[src/rtl/sdr_app_arbiter_if.sv]
// Bundle of client, controller-app and status signals around sdr_app_arbiter.
// The arbiter takes the slave modport; clients and the SDRAM controller model take master.
interface sdr_app_arbiter_if #(
  parameter int ADDR_WIDTH = 21,
  parameter int DATA_WIDTH = 32,
  parameter int DM_WIDTH   = 4,
  parameter int LEN_WIDTH  = 9
);
  logic                  Sdr_init_done;
  logic                  Sdr_init_ref_vld;
  logic                  W_req;
  logic [ADDR_WIDTH-1:0] W_addr;
  logic [LEN_WIDTH-1:0]  W_len;
  logic [DATA_WIDTH-1:0] W_din;
  logic                  W_ack;
  logic                  W_done;
  logic                  R_req;
  logic [ADDR_WIDTH-1:0] R_addr;
  logic [LEN_WIDTH-1:0]  R_len;
  logic                  R_dout_vld;
  logic [DATA_WIDTH-1:0] R_dout;
  logic                  R_done;
  logic                  App_wr_en;
  logic [ADDR_WIDTH-1:0] App_wr_addr;
  logic [DM_WIDTH-1:0]   App_wr_dm;
  logic [DATA_WIDTH-1:0] App_wr_din;
  logic                  App_rd_en;
  logic [ADDR_WIDTH-1:0] App_rd_addr;
  logic                  Sdr_rd_en;
  logic [DATA_WIDTH-1:0] Sdr_rd_dout;
  logic                  Err;

  // Handshakes: a client raises *_req and holds it (with addr/len stable) until its
  // one-cycle *_done; W_din is consumed on every cycle W_ack is high, and the client
  // presents the next word after that edge. App_*_en, Sdr_rd_en and R_dout_vld are
  // single-cycle valids with no back-pressure.
  modport slave (
    input  Sdr_init_done, Sdr_init_ref_vld,
    input  W_req, W_addr, W_len, W_din,
    output W_ack, W_done,
    input  R_req, R_addr, R_len,
    output R_dout_vld, R_dout, R_done,
    output App_wr_en, App_wr_addr, App_wr_dm, App_wr_din,
    output App_rd_en, App_rd_addr,
    input  Sdr_rd_en, Sdr_rd_dout,
    output Err
  );

  modport master (
    output Sdr_init_done, Sdr_init_ref_vld,
    output W_req, W_addr, W_len, W_din,
    input  W_ack, W_done,
    output R_req, R_addr, R_len,
    input  R_dout_vld, R_dout, R_done,
    input  App_wr_en, App_wr_addr, App_wr_dm, App_wr_din,
    input  App_rd_en, App_rd_addr,
    output Sdr_rd_en, Sdr_rd_dout,
    input  Err
  );
endinterface

[src/rtl/sdr_app_arbiter.sv]
// Two-client (write/read) burst arbiter in front of the SDRAM controller app port,
// with refresh hold-off, outstanding-read tracking and a sticky drain-timeout error.
module sdr_app_arbiter #(
  parameter int ADDR_WIDTH = 21,
  parameter int DATA_WIDTH = 32,
  parameter int DM_WIDTH   = 4,
  parameter int LEN_WIDTH  = 9,
  parameter int DRAIN_TMO  = 255
) (
  input  logic             Clk,
  input  logic             Rst,
  sdr_app_arbiter_if.slave bus,
  output logic [1:0]       dbg_state
);
  localparam int TMO_W = $clog2(DRAIN_TMO + 1);
  localparam int OUT_W = LEN_WIDTH + 1;
  localparam logic SRV_W = 1'b0;
  localparam logic SRV_R = 1'b1;

  typedef enum logic [1:0] {IDLE = 2'd0, WR = 2'd1, RD = 2'd2, RD_DRAIN = 2'd3} state_t;

  state_t                state_q, state_d;
  logic                  last_q, last_d;
  logic [ADDR_WIDTH-1:0] addr_q, addr_d;
  logic [LEN_WIDTH-1:0]  len_q, len_d;
  logic [LEN_WIDTH-1:0]  beat_q, beat_d;
  logic [OUT_W-1:0]      out_q, out_d;
  logic [TMO_W-1:0]      tmo_q, tmo_d;
  logic                  err_q, err_d;
  logic                  wr_en_q, wr_en_d;
  logic [ADDR_WIDTH-1:0] wr_addr_q, wr_addr_d;
  logic [DATA_WIDTH-1:0] wr_din_q, wr_din_d;
  logic                  rd_en_q, rd_en_d;
  logic [ADDR_WIDTH-1:0] rd_addr_q, rd_addr_d;
  logic                  r_vld_q, r_vld_d;
  logic [DATA_WIDTH-1:0] r_dout_q, r_dout_d;
  logic                  w_done_q, w_done_d;
  logic                  r_done_q, r_done_d;

  logic                  w_ack, issue, clr_out, can_go;
  logic                  w_want, r_want, grant_w, grant_r;
  logic [ADDR_WIDTH-1:0] cur_addr;
  logic [TMO_W-1:0]      tmo_inc;

  always_comb begin
    state_d   = state_q;
    last_d    = last_q;
    addr_d    = addr_q;
    len_d     = len_q;
    beat_d    = beat_q;
    tmo_d     = '0;
    err_d     = err_q;
    wr_en_d   = 1'b0;
    wr_addr_d = wr_addr_q;
    wr_din_d  = wr_din_q;
    rd_en_d   = 1'b0;
    rd_addr_d = rd_addr_q;
    r_vld_d   = bus.Sdr_rd_en;
    r_dout_d  = bus.Sdr_rd_dout;
    w_done_d  = 1'b0;
    r_done_d  = 1'b0;
    issue     = 1'b0;
    clr_out   = 1'b0;

    cur_addr = addr_q + ADDR_WIDTH'(beat_q);
    tmo_inc  = tmo_q + TMO_W'(1);
    can_go   = bus.Sdr_init_done && !bus.Sdr_init_ref_vld;
    // A client is invisible during its own done cycle, so a held req is a fresh request.
    w_want   = bus.W_req && !w_done_q;
    r_want   = bus.R_req && !r_done_q;
    grant_w  = w_want && (!r_want || last_q == SRV_R);
    grant_r  = r_want && !grant_w;
    w_ack    = (state_q == WR) && !bus.Sdr_init_ref_vld && (beat_q < len_q);

    unique case (state_q)
      IDLE: begin
        if (can_go && (grant_w || grant_r)) begin
          last_d = grant_w ? SRV_W : SRV_R;
          addr_d = grant_w ? bus.W_addr : bus.R_addr;
          len_d  = grant_w ? bus.W_len : bus.R_len;
          beat_d = '0;
          if (len_d == '0) begin
            w_done_d = grant_w;
            r_done_d = grant_r;
          end else begin
            state_d = grant_w ? WR : RD;
          end
        end
      end
      WR: begin
        if (beat_q == len_q) begin
          w_done_d = 1'b1;
          state_d  = IDLE;
        end else if (w_ack) begin
          wr_en_d   = 1'b1;
          wr_addr_d = cur_addr;
          wr_din_d  = bus.W_din;
          beat_d    = beat_q + LEN_WIDTH'(1);
        end
      end
      RD: begin
        if (!bus.Sdr_init_ref_vld) begin
          rd_en_d   = 1'b1;
          rd_addr_d = cur_addr;
          issue     = 1'b1;
          beat_d    = beat_q + LEN_WIDTH'(1);
          if (beat_d == len_q) state_d = RD_DRAIN;
        end
      end
      RD_DRAIN: begin
        tmo_d = tmo_inc;
        if (out_q == '0) begin
          r_done_d = 1'b1;
          state_d  = IDLE;
        end else if (tmo_inc == TMO_W'(DRAIN_TMO)) begin
          err_d    = 1'b1;
          clr_out  = 1'b1;
          r_done_d = 1'b1;
          state_d  = IDLE;
        end
      end
      default: state_d = IDLE;
    endcase

    // Returns never take the counter below zero (late data after reset or timeout).
    out_d = out_q;
    if (clr_out) out_d = '0;
    else if (issue && !bus.Sdr_rd_en) out_d = out_q + OUT_W'(1);
    else if (!issue && bus.Sdr_rd_en && out_q != '0) out_d = out_q - OUT_W'(1);
  end

  always_ff @(posedge Clk) begin
    if (Rst) begin
      state_q   <= IDLE;
      last_q    <= SRV_R;
      addr_q    <= '0;
      len_q     <= '0;
      beat_q    <= '0;
      out_q     <= '0;
      tmo_q     <= '0;
      err_q     <= 1'b0;
      wr_en_q   <= 1'b0;
      wr_addr_q <= '0;
      wr_din_q  <= '0;
      rd_en_q   <= 1'b0;
      rd_addr_q <= '0;
      r_vld_q   <= 1'b0;
      r_dout_q  <= '0;
      w_done_q  <= 1'b0;
      r_done_q  <= 1'b0;
    end else begin
      state_q   <= state_d;
      last_q    <= last_d;
      addr_q    <= addr_d;
      len_q     <= len_d;
      beat_q    <= beat_d;
      out_q     <= out_d;
      tmo_q     <= tmo_d;
      err_q     <= err_d;
      wr_en_q   <= wr_en_d;
      wr_addr_q <= wr_addr_d;
      wr_din_q  <= wr_din_d;
      rd_en_q   <= rd_en_d;
      rd_addr_q <= rd_addr_d;
      r_vld_q   <= r_vld_d;
      r_dout_q  <= r_dout_d;
      w_done_q  <= w_done_d;
      r_done_q  <= r_done_d;
    end
  end

  assign bus.W_ack       = w_ack;
  assign bus.W_done      = w_done_q;
  assign bus.R_dout_vld  = r_vld_q;
  assign bus.R_dout      = r_dout_q;
  assign bus.R_done      = r_done_q;
  assign bus.App_wr_en   = wr_en_q;
  assign bus.App_wr_addr = wr_addr_q;
  assign bus.App_wr_dm   = {DM_WIDTH{1'b0}};
  assign bus.App_wr_din  = wr_din_q;
  assign bus.App_rd_en   = rd_en_q;
  assign bus.App_rd_addr = rd_addr_q;
  assign bus.Err         = err_q;
  assign dbg_state       = state_q;
endmodule

[src/flat_wrapper.sv]
// flat-port wrapper written by rule: the top's interface ports become plain ports
module sdr_app_arbiter_flat 
#(
  parameter int ADDR_WIDTH = 21,
  parameter int DATA_WIDTH = 32,
  parameter int DM_WIDTH   = 4,
  parameter int LEN_WIDTH  = 9,
  parameter int DRAIN_TMO  = 255
)
  (Clk, Rst, dbg_state, bus_Sdr_init_done, bus_Sdr_init_ref_vld, bus_W_req, bus_W_addr, bus_W_len, bus_W_din, bus_W_ack, bus_W_done, bus_R_req, bus_R_addr, bus_R_len, bus_R_dout_vld, bus_R_dout, bus_R_done, bus_App_wr_en, bus_App_wr_addr, bus_App_wr_dm, bus_App_wr_din, bus_App_rd_en, bus_App_rd_addr, bus_Sdr_rd_en, bus_Sdr_rd_dout, bus_Err);
  sdr_app_arbiter_if #(.ADDR_WIDTH(ADDR_WIDTH), .DATA_WIDTH(DATA_WIDTH), .DM_WIDTH(DM_WIDTH), .LEN_WIDTH(LEN_WIDTH)) bus_i ();
  input  logic Clk;
  input  logic Rst;
  output logic [1:0] dbg_state;
  input wire logic [$bits(bus_i.Sdr_init_done)-1:0] bus_Sdr_init_done;
  input wire logic [$bits(bus_i.Sdr_init_ref_vld)-1:0] bus_Sdr_init_ref_vld;
  input wire logic [$bits(bus_i.W_req)-1:0] bus_W_req;
  input wire logic [$bits(bus_i.W_addr)-1:0] bus_W_addr;
  input wire logic [$bits(bus_i.W_len)-1:0] bus_W_len;
  input wire logic [$bits(bus_i.W_din)-1:0] bus_W_din;
  output wire logic [$bits(bus_i.W_ack)-1:0] bus_W_ack;
  output wire logic [$bits(bus_i.W_done)-1:0] bus_W_done;
  input wire logic [$bits(bus_i.R_req)-1:0] bus_R_req;
  input wire logic [$bits(bus_i.R_addr)-1:0] bus_R_addr;
  input wire logic [$bits(bus_i.R_len)-1:0] bus_R_len;
  output wire logic [$bits(bus_i.R_dout_vld)-1:0] bus_R_dout_vld;
  output wire logic [$bits(bus_i.R_dout)-1:0] bus_R_dout;
  output wire logic [$bits(bus_i.R_done)-1:0] bus_R_done;
  output wire logic [$bits(bus_i.App_wr_en)-1:0] bus_App_wr_en;
  output wire logic [$bits(bus_i.App_wr_addr)-1:0] bus_App_wr_addr;
  output wire logic [$bits(bus_i.App_wr_dm)-1:0] bus_App_wr_dm;
  output wire logic [$bits(bus_i.App_wr_din)-1:0] bus_App_wr_din;
  output wire logic [$bits(bus_i.App_rd_en)-1:0] bus_App_rd_en;
  output wire logic [$bits(bus_i.App_rd_addr)-1:0] bus_App_rd_addr;
  input wire logic [$bits(bus_i.Sdr_rd_en)-1:0] bus_Sdr_rd_en;
  input wire logic [$bits(bus_i.Sdr_rd_dout)-1:0] bus_Sdr_rd_dout;
  output wire logic [$bits(bus_i.Err)-1:0] bus_Err;
  assign bus_i.Sdr_init_done = bus_Sdr_init_done;
  assign bus_i.Sdr_init_ref_vld = bus_Sdr_init_ref_vld;
  assign bus_i.W_req = bus_W_req;
  assign bus_i.W_addr = bus_W_addr;
  assign bus_i.W_len = bus_W_len;
  assign bus_i.W_din = bus_W_din;
  assign bus_W_ack = bus_i.W_ack;
  assign bus_W_done = bus_i.W_done;
  assign bus_i.R_req = bus_R_req;
  assign bus_i.R_addr = bus_R_addr;
  assign bus_i.R_len = bus_R_len;
  assign bus_R_dout_vld = bus_i.R_dout_vld;
  assign bus_R_dout = bus_i.R_dout;
  assign bus_R_done = bus_i.R_done;
  assign bus_App_wr_en = bus_i.App_wr_en;
  assign bus_App_wr_addr = bus_i.App_wr_addr;
  assign bus_App_wr_dm = bus_i.App_wr_dm;
  assign bus_App_wr_din = bus_i.App_wr_din;
  assign bus_App_rd_en = bus_i.App_rd_en;
  assign bus_App_rd_addr = bus_i.App_rd_addr;
  assign bus_i.Sdr_rd_en = bus_Sdr_rd_en;
  assign bus_i.Sdr_rd_dout = bus_Sdr_rd_dout;
  assign bus_Err = bus_i.Err;
  sdr_app_arbiter #(.ADDR_WIDTH(ADDR_WIDTH), .DATA_WIDTH(DATA_WIDTH), .DM_WIDTH(DM_WIDTH), .LEN_WIDTH(LEN_WIDTH), .DRAIN_TMO(DRAIN_TMO)) u_core (.Clk(Clk), .Rst(Rst), .bus(bus_i), .dbg_state(dbg_state));
endmodule
[config.mk]
export PLATFORM = sky130hd
export DESIGN_NAME = sdr_app_arbiter_flat
export DESIGN_NICKNAME = d
export VERILOG_FILES = /design/src/rtl/sdr_app_arbiter_if.sv /design/src/rtl/sdr_app_arbiter.sv /design/src/flat_wrapper.sv
export SDC_FILE = /design/constraint.sdc
export NUM_CORES = 1
export LEC_CHECK = 0
export ABC_AREA = 1
export CORE_MARGIN = 2
export CORE_UTILIZATION = 30
export CTS_CLUSTER_DIAMETER = 40
export DETAILED_ROUTE_END_ITERATION = 8
export RECOVER_POWER = 50
export SLEW_MARGIN = 20
export SYNTH_ARGS = -nofsm -noshare
export SYNTH_HDL_FRONTEND = slang
export SYNTH_SLANG_ARGS = --single-unit
[constraint.sdc]
create_clock -name Clk -period 3.2 [get_ports Clk]
set_input_delay 0.32 -clock Clk [delete_from_list [all_inputs] [get_ports Clk]]
set_output_delay 0.32 -clock Clk [all_outputs]
set_load 0.1 [all_outputs]
==> key figures <==
Power and ir drop
  • Switching share of power: 44.7%
  • Sw Pwr: 3.74 mW
  • Sequential Power Share: 32.0%
  • Leakage: 5.17 nW
  • Power per cell area: 733 mW/mm^2
  • Power share of the clock group: 26.1%
  • Final total power: 8.38 mW
  • Internal: 4.64 mW
  • Worst vdd ir: 0.347 mV
  • Combinational power share: 41.9%

STA
  • Final setup fails: 0
  • Setup WS post-layout: 453 ps
  • Slew @ Worst Pin: 2600 ps
  • Unrepaired setup endpoints after global routing: false
  • Min Tclk post-route: 2750 ps
  • Hold WS: 378 ps
  • Final Slew Violations: 50
  • Max-Slew Margin vs Limit: -73.2%
  • Final Hold Viols: 0
  • Achievable Freq: 364 MHz
  • Post-Route Setup TNS: 0 ps
  • Worst clock skew: 18.6 ps
  • Period utilization: 85.8%

Placed design
  • Dpl ws: 337 ps
  • Detailed placer's ending HPWL: 18500 um
  • IO buf count: 245
  • Routability cong.: 0.851
  • Inst Count DP: 1677

GRT
  • GRT Util Overall: 17.6%
  • Vias in the first global route: 7517
  • Total gr overflow: 0
  • Largest net degree at the start of global routing: 53
  • First-pass GRT wire length: 40200 um
  • Antenna violations before repair: 1

Synth
  • Synth Cell Area: 0.00824 mm^2
  • Prevailing post-synth register cell: dfxtp_1
  • Syn_area_per_cell: 7.31 um^2
  • Warning count from the yosys run: 0
  • Yosys top cell by area: dfxtp_1
  • Synth area leaders: dfxtp_1 42%, nor2_1 10%, o21ai_0 6.6%, nand2_1 6.6%, inv_1 5.7%
  • Share of synthesized registers carrying an async set or reset: 0%
  • Synth unique cells: 47
  • Synth Register Bits: 172
  • Area share of the largest cell type after synthesis: 41.8%
  • Mapped Cells: 1127
  • Register area share after synthesis: 41.8%
  • EDFF count, synth: 0

Routing
  • Final wirelength: 25100 um
  • Via count: 7969
  • First DRT Iteration DRCs: 459
  • DRC: 0
  • DR WL/cell: 14.7 um
  • DR pass1 iterations: 8
  • Final ANT Viol Nets: 0
  • Vias per cell: 4.66

Setup path
  • Slowest cell delay on critical path: 440 ps
  • Crit Path Max Fanout: 16
  • Crit path cell chain: inv_1 -> ha_1 -> inv_1 -> nor2_1 -> nand2_2 -> ha_1 -> nand2_1 -> o21ai_0 -> a21oi_1 -> nor2_1 -> nor2_1 -> xor2_1 -> a211oi_1
  • Setup crit end kind: flop
  • CP required: 3550 ps
  • Family with the most delay on the worst path: simple AND/OR/NAND/NOR gates
  • Critical path arrival: 3100 ps
  • CP bufs+invs: 2
  • Critical path class: flop to flop
  • CP max-delay cell: ha_1
  • CP startpoint kind: flop
  • Most frequent CP cell: nor2_1

Finish
  • Sequential Area: 0.00344 mm^2
  • Area occupied by multi-input gates: 0.00400 mm^2
  • # nets final: 1523
  • Layout fillers: 2750
  • Area Growth Syn to Fin: 38.8%
  • Post-route insts no fill: 1710
  • Layout cells sized above 1: 5.70%

Floorplanning
  • Top Ports: 250
  • # rows: 60
  • DIE AREA: 0.0288 mm^2
  • Width of the die: 170 um
  • Die H: 170 um
  • Core area: 0.0270 mm^2
  • Initial core utilization: 30.6%

Clock network
  • CTS sink cnt: 172
  • Postcts setup bufs: 0
  • Post-CTS Hold Buffers: 0
  • Post-CTS Resized: 0
  • Clk pin slew, worst setup/hold paths: 90 ps
  • Clk root buf: clkbuf_16
  • Clock Latency Late Sink: 450 ps
  • CTS Buf Count: 17
  • H-tree lvl count: 4
  • CTS tree: built
  • Maximum clock path buffer count: 2

Min path
  • Min-Delay Path Class: input port to flop

Run status
  • Status: finished, violations left
  • Failing checks: max-capacitance violations, max-slew violations

Run
  • Max-Cap Viols: 1
[cell families after synthesis]
group,synth area share [%]
simple gates,27.7
compound gates,13.3
buf+inv,9.17
flops,41.8
fa+ha+maj,5.80
xor+xnor,2.23
other cells,0.0455
[placed cells by master (no fill, tap or decap), types with 35 or more instances in the layout]
| cell | synthesis | final |
|---|---|---|
| a21oi_1 | 52 | 54 |
| clkdlybuf4s50_1 | 0 | 173 |
| dfxtp_1 | 172 | 171 |
| dlygate4sd3_1 | 0 | 54 |
| ha_1 | 35 | 35 |
| inv_1 | 125 | 127 |
| nand2_1 | 144 | 147 |
| nand3_1 | 53 | 56 |
| nor2_1 | 219 | 219 |
| nor3_1 | 45 | 45 |
| o21ai_0 | 109 | 110 |
[state kept, by name (all words and copies together), names as in the netlist]
name,flops
u_core.bus.App_wr_din,32
u_core.bus.W_done,1
u_core.bus.App_rd_en,1
u_core.len_q,9
u_core.dbg_state,2
u_core.beat_q,9
u_core.bus.R_done,1
u_core.addr_q,21
u_core.out_q,10
u_core.bus.Err,1
u_core.bus.App_wr_addr,21
u_core.tmo_q,8
u_core.bus.App_rd_addr,21
u_core.bus.R_dout_vld,1
u_core.bus.R_dout,32
u_core.last_q,1
u_core.bus.App_wr_en,1
[cell usage after synthesis, types with 8 or more instances]
cell and n:
nand2_1 144, xor2_1 12, o211ai_1 9, o21ai_0 109
nor3_1 45, clkbuf_1 21, buf_2 15, inv_1 125
xnor2_1 9, a21oi_1 52, nor2_1 219, ha_1 35
nand4_1 9, dfxtp_1 172, nand3_1 53, a31oi_1 8
[worst min-delay path: cells and delay by family]
family                 cells  cell delay, ps
AND/OR/NAND/NOR            1              30
buffers and inverters      2             440
[per-layer routing]
layer | vias up | GRT usage (%) | part of all wire [%]
met1 | 3628 | 22.5 | 44
li1 | 4086 | - | -
met2 | 222 | 29.0 | 47
met3 | 33 | 4.80 | 6.4
met4 | 0 | 5.54 | 2.5
met5 | - | 0 | 0
[power by group through the flow]
stage               clock, mW  combinational (mW)  sequential (mW)
floorplan                   0                1.90             3.48
global placement            0                3.56             2.73
detailed placement          0                3.58             2.73
CTS                      2.25                3.61             2.69
global route             2.32                3.91             2.73
finish                   2.19                3.51             2.69
[final timing paths]
kind	startpoint	end	slack, ps	cells past startpoint
worst max-delay path	u_core.dbg_state[0]$_SDFFE_PP0P_	u_core.out_q[6]$_SDFFE_PP0P_	450	13
worst min-delay path	bus_Sdr_rd_dout[6]	u_core.bus.R_dout[6]$_SDFF_PP0_	380	3
worst max register to register	u_core.dbg_state[0]$_SDFFE_PP0P_	u_core.out_q[6]$_SDFFE_PP0P_	450	13
worst min register to register	u_core.bus.Err$_SDFFE_PP0P_	u_core.bus.Err$_SDFFE_PP0P_	460	2
[layout make-up]
cell class              instances  area share, %
clock buffers                  17           3.72
repair buffers                254           21.1
inverters                     135           4.47
flip-flops and latches        172           30.1
well taps                     341           3.73
clock inverters                15           1.89
diodes                          1         0.0219
multi-input cells             775           34.9
[through the flow]
step,util (%),area [um^2]
2_1_floorplan,-,8250
3_3_place_gp,40.6,10900
6_report,42.5,11400
3_5_place_dp,40.6,10900
5_1_grt,42.5,11400
4_1_cts,42.9,11600
No activity file was read; power rests on OpenSTA's default activity.
